**src/rtl/spi_to_frame_buffer.sv**
```systemverilog
// Purpose: SPI host byte stream -> raster-order frame buffer writes, then one JPEG encoder start per frame.
// Latency: a byte accepted on cycle N is written (fb_we/fb_addr/fb_data) on cycle N+1; all outputs registered.
// Backpressure: none; bytes arriving while the encoder owns the frame are dropped and flag frame_err.
// Optional: define FRAME_CKSUM_EN to require a 16-bit byte-sum trailer (MSB first) before starting the encoder.
module spi_to_frame_buffer #(
  parameter int          WIDTH     = 320,
  parameter int          HEIGHT    = 200,
  parameter int          BPP       = 2,
  parameter logic [15:0] SYNC_WORD = 16'hA55A
) (
  input  logic        clk,
  input  logic        reset_n,
  input  logic        spi_wr,
  input  logic [7:0]  spi_wdata,
  output logic [16:0] fb_addr,
  output logic [7:0]  fb_data,
  output logic        fb_we,
  output logic        je_start,
  input  logic        je_done,
  output logic        busy,
  output logic        frame_err,
  output logic [8:0]  pix_x,
  output logic [7:0]  pix_y
);

  localparam int BI_W = (BPP > 1) ? $clog2(BPP) : 1;

  typedef enum logic [2:0] {
    IDLE,
    SYNC1,
    RX_PIX,
    START,
    WAIT_ENC
`ifdef FRAME_CKSUM_EN
    , CKSUM
`endif
  } state_t;

  state_t          state, next_state;
  logic [BI_W-1:0] byte_idx;
  logic            acc_pix;    // pixel byte accepted this cycle
  logic            sync_ok;    // preamble completed this cycle
  logic            overrun;    // byte arrived while encoder owns the frame
  logic            ck_bad;     // trailer did not match the running sum
  logic            last_pix;   // counters point at the final byte of the frame
  logic [16:0]     pix_addr;

`ifdef FRAME_CKSUM_EN
  logic [15:0] ck_sum;
  logic        ck_phase;
  logic [7:0]  ck_msb;
`endif

  // Raster byte address of the current counter position, kept in 17 bits
  assign pix_addr = (17'(pix_y) * 17'(WIDTH) + 17'(pix_x)) * 17'(BPP) + 17'(byte_idx);
  assign last_pix = (byte_idx == BI_W'(BPP - 1)) && (pix_x == 9'(WIDTH - 1)) &&
                    (pix_y == 8'(HEIGHT - 1));

  // State register
  always_ff @(posedge clk or negedge reset_n) begin
    if (!reset_n) state <= IDLE;
    else          state <= next_state;
  end

  // Next-state decode and per-cycle event strobes
  always_comb begin
    next_state = state;
    acc_pix    = 1'b0;
    sync_ok    = 1'b0;
    overrun    = 1'b0;
    ck_bad     = 1'b0;
    case (state)
      IDLE: begin
        if (spi_wr && spi_wdata == SYNC_WORD[15:8]) next_state = SYNC1;
      end
      SYNC1: begin
        if (spi_wr) begin
          if (spi_wdata == SYNC_WORD[7:0]) begin
            next_state = RX_PIX;
            sync_ok    = 1'b1;
          end else if (spi_wdata == SYNC_WORD[15:8]) begin
            next_state = SYNC1;
          end else begin
            next_state = IDLE;
          end
        end
      end
      RX_PIX: begin
        if (spi_wr) begin
          acc_pix = 1'b1;
`ifdef FRAME_CKSUM_EN
          if (last_pix) next_state = CKSUM;
`else
          if (last_pix) next_state = START;
`endif
        end
      end
      START: begin
        overrun    = spi_wr;
        next_state = WAIT_ENC;
      end
      WAIT_ENC: begin
        overrun = spi_wr;
        if (je_done) next_state = IDLE;
      end
`ifdef FRAME_CKSUM_EN
      CKSUM: begin
        if (spi_wr && ck_phase) begin
          if ({ck_msb, spi_wdata} == ck_sum) begin
            next_state = START;
          end else begin
            next_state = IDLE;
            ck_bad     = 1'b1;
          end
        end
      end
`endif
      default: next_state = IDLE;
    endcase
  end

  // Pixel position counters: cleared on sync, advanced per accepted byte, frozen after the last byte
  always_ff @(posedge clk or negedge reset_n) begin
    if (!reset_n) begin
      byte_idx <= '0;
      pix_x    <= '0;
      pix_y    <= '0;
    end else if (sync_ok) begin
      byte_idx <= '0;
      pix_x    <= '0;
      pix_y    <= '0;
    end else if (acc_pix && !last_pix) begin
      if (byte_idx == BI_W'(BPP - 1)) begin
        byte_idx <= '0;
        if (pix_x == 9'(WIDTH - 1)) begin
          pix_x <= '0;
          pix_y <= pix_y + 8'd1;
        end else begin
          pix_x <= pix_x + 9'd1;
        end
      end else begin
        byte_idx <= byte_idx + BI_W'(1);
      end
    end
  end

  // Registered frame buffer write port and status outputs
  always_ff @(posedge clk or negedge reset_n) begin
    if (!reset_n) begin
      fb_we     <= 1'b0;
      fb_addr   <= '0;
      fb_data   <= '0;
      je_start  <= 1'b0;
      busy      <= 1'b0;
      frame_err <= 1'b0;
    end else begin
      fb_we    <= acc_pix;
      je_start <= (state == START);
      busy     <= (next_state != IDLE);
      if (acc_pix) begin
        fb_addr <= pix_addr;
        fb_data <= spi_wdata;
      end
      if (sync_ok)                frame_err <= 1'b0;
      else if (overrun || ck_bad) frame_err <= 1'b1;
    end
  end

`ifdef FRAME_CKSUM_EN
  // Running byte sum over pixel data and two-byte trailer capture
  always_ff @(posedge clk or negedge reset_n) begin
    if (!reset_n) begin
      ck_sum   <= '0;
      ck_phase <= 1'b0;
      ck_msb   <= '0;
    end else if (sync_ok) begin
      ck_sum   <= '0;
      ck_phase <= 1'b0;
    end else begin
      if (acc_pix) ck_sum <= ck_sum + 16'(spi_wdata);
      if (state == CKSUM && spi_wr) begin
        ck_phase <= ~ck_phase;
        if (!ck_phase) ck_msb <= spi_wdata;
      end
    end
  end
`endif

endmodule
```
**config.mk**
```make
export PLATFORM = sky130hd
export DESIGN_NAME = spi_to_frame_buffer
export DESIGN_NICKNAME = d
export VERILOG_FILES = /design/src/rtl/spi_to_frame_buffer.sv
export SDC_FILE = /design/constraint.sdc
export NUM_CORES = 1
export LEC_CHECK = 0
export CORE_ASPECT_RATIO = 0.8
export CORE_UTILIZATION = 56
export DETAILED_ROUTE_END_ITERATION = 10
export PLACE_DENSITY = 0.84
export SLEW_MARGIN = 25
export SYNTH_ARGS = -nofsm -noshare
export SYNTH_HDL_FRONTEND = slang
export SYNTH_SLANG_ARGS = --single-unit
```
**constraint.sdc**
```tcl
create_clock -name clk -period 6.15 [get_ports clk]
set_input_delay 1.23 -clock clk [delete_from_list [all_inputs] [get_ports clk]]
set_output_delay 1.23 -clock clk [all_outputs]
set_load 0.03 [all_outputs]
```
==> metrics.yaml <==
global_routing:
  grt_max_degree: 51
  gr-usage-met1: 0.392
  first_global_vias: 2241
  antenna_found_initial: 0
  busiest_layer: "met1"
  overflow: 0
  grt_util_met3: 0.0538
  grt_pass1_wl_microns: 10600
  grt_use_met2: 0.384
  track_usage: 0.264
routing:
  vias: 2379
  routed_via_density: 5.73
  routed_wl_microns: 6270
  drc: 0
  dr.pass1.iters: 4
  drt_iter0_drc: 147
  ant_nets: 0
  drt-wirelength-per-cell_microns: 15.1
sta:
  hold_viol: 0
  worst_slew_pin_slew_ps: 624
  drv_slew: 0
  skew_ps: 9.03
  setup_viol: 0
  fin_setup_tns_ps: 0
  max_freq_mhz: 269
  relSlewSlack: 0.584
  finalCriticalPeriod_ps: 3710
  worst_slack_ps: 2440
  fin_crit_sh: 0.604
  rsz0062_at_grt: "false"
clocking:
  cts_setup_buffers: 0
  cts_root_buf: "clkbuf_8"
  cts_made_buffers: 5
  insertion_delay_ps: 310
  cts_sinks: 50
  htreeDepth: 2
  tritoncts: "yes"
  clk_pin_slew_worst_paths_ps: 90
  cts_resized: 0
  clk_path_buf_depth: 2
  cts_hold_buf: 0
worst_setup_path:
  slowest_stage: "clkdlybuf4s50_1"
  critical_path_required_ps: 6360
  worstSetupEndpointType: "register"
  crit_family: "buffers and inverters"
  cpPeakStageDelay_ps: 580
  r2r_slack_ps: 3160
  cp.depth: 7
  path_max_fanout: 31
  timing.rr.end: "fb_addr[16]"
  crit_start: "spi_wr"
  crit_chain: "clkdlybuf4s50_1, nand4bb_4, clkinv_1, nand2_1, a21o_1, o31a_1, a211oi_1"
  crit_type: "in2reg"
  cp.arrival_ps: 3920
  path_buf_inv: 2
  cp-start-kind: "input pin"
  r2r_start: "pix_y[1]"
  cp-endpoint: "pix_x[7]"
  reg2reg_depth: 8
synthesis:
  async_reset_ff_frac: 1.00
  synth_area_sq_um: 2870
  synthCells: 304
  synth-main-ff-cell: "dfrtp_1"
  ys_seq_area_frac: 0.436
  synth_nets: 335
  synth-edff-count: 0
  synth_seq_cells: 50
  synth.distinct_cells: 53
  syn_area_per_cell_sq_um: 9.44
  yosys_warnings: 0
pwr:
  power.internal_mw: 0.434
  powerDensity_nw_per_um2: 158
  sw_frac_of_total: 0.225
  p_total_mw: 0.560
  power_frac_seq: 0.594
  power_switching_mw: 0.126
  ir_drop_mv: 0.145
  power.share.clock: 0.353
  p_leak_nw: 1.63
  pwr-share-comb: 0.053
floorplan:
  core_sq_um: 4760
  die_h_microns: 66.0
  ios: 58
  start_util: 0.602
  die_area_sq_um: 5420
  rows: 22
  die_x_microns: 82.0
cells_and_area:
  layout_commonest_cell: "nand2_1"
  fill_cells: 347
  stdcell_count: 415
  final_nets: 385
  final_core_util: 0.744
  area_growth_pct: 23.5
  drive_gt1_frac: 0.0620
  most-common-layout-cells: "nand2_1, clkdlybuf4s50_1, dfrtp_1"
  antennaDiodeCount: 0
flow_run:
  maxCapViolCount: 0
placed_design:
  dp_slack_ps: 2110
  hpwl_microns: 4740
  portBuffers: 57
  gp_congestion: 0.951
  dpl.cell_count: 407
status:
  status: "finished clean"
worst_hold_path:
  hold_path_class: "reg2reg"
[registers in the layout, indices dropped and copies added (netlist names), 3 cells and up]
register / cells
fb_data: 8
pix_y: 8
state: 3
fb_addr: 17
pix_x: 9
[cells in the mapped netlist, types with 2 or more instances]
cell type  instances  area share
a21oi_1           13       0.023
a31oi_1            3      0.0065
and4_1             2      0.0061
fa_1               2       0.014
buf_4              6       0.016
nor2b_1            5       0.011
xnor2_1            6       0.018
xor2_1             7       0.021
a211oi_1           7       0.018
nor4b_1            2      0.0061
or4_1              6       0.016
o21ai_0           12       0.021
nor4_1             2      0.0044
clkbuf_1           9       0.012
nand2b_1           2      0.0044
or2_2              3      0.0065
nor2_1            15       0.020
nor4bb_1           4       0.014
nand4_1            3      0.0065
and3_1             2      0.0044
ha_1              17       0.074
dfrtp_1           50        0.44
and2_1             2      0.0044
nand3_1            7       0.012
a21o_1             3      0.0078
nor3_1             4      0.0070
nor3b_1            3      0.0078
o31ai_1            7       0.018
or3_1              2      0.0044
inv_1             10       0.013
nand2_1           66       0.086
[how the worst min path moves through the flow]
stage	slack [ps]	start	endpoint	cells past startpoint
after floorplan	500	pix_x[4]	fb_addr[5]	2
after global placement	460	fb_data[5]	fb_data[5]	2
after detailed placement	470	fb_data[5]	fb_data[5]	2
after CTS	480	fb_data[5]	fb_data[5]	2
after global routing	490	fb_data[5]	fb_data[5]	2
final	480	fb_data[5]	fb_data[5]	2
[per-layer routing]
layer / share of wire / wire length [microns]
met5: 0 / 0
met4: 0.011 / 72
met3: 0.051 / 321
met2: 0.44 / 2760
met1: 0.50 / 3120
[area by class of cell]
type                            instances  area [sq um]  share of cell area
Multi-Input combinational cell        227          1500               0.423
Sequential cell                        50          1250               0.353
Timing Repair Buffer                   59           581               0.164
Clock buffer                            6          82.6              0.0233
Tap cell                               60          75.1              0.0212
Inverter                               11          41.3              0.0117
Clock inverter                          2          12.5             0.00353
[worst reg2reg max path, cell delays in order, from the launching register on]
cell and delay [ps]:
dfrtp_1 500, ha_1 350, ha_1 230, fa_1 410, a211oi_1 390, or4b_1 190
o2111ai_1 130, or4_1 530, a31oi_1 180
[power groups by stage]
stage | Clock, mW | Sequential [mW] | Combinational [mW]
2_1_floorplan | 0 | 0.343 | 0.00450
3_3_place_gp | 0 | 0.339 | 0.0292
5_1_grt | 0.215 | 0.333 | 0.0323
3_5_place_dp | 0 | 0.339 | 0.0299
4_1_cts | 0.200 | 0.333 | 0.0300
6_report | 0.198 | 0.333 | 0.0294
[cells by family (layout without fill, tap and decap cells)]
group,after synthesis,count (layout),synth area share
AO/OA/AOI/OAI,57,57,0.137
XOR/XNOR,13,13,0.0397
adder cells (fa/ha/maj),19,19,0.0881
buffers and inverters,27,78,0.0436
flip-flops,50,50,0.436
multiplexers,1,1,0.00392
AND/OR/NAND/NOR,137,137,0.252
[metrics by stage]
stage / cell area (sq um) / hold slack [ps]
2_1_floorplan: 2870 / 497
4_1_cts: 3540 / 485
6_report: 3540 / 484
3_3_place_gp: 3450 / 458
5_1_grt: 3540 / 492
3_5_place_dp: 3450 / 465
Note: power is estimated with default switching activity, not from simulation.
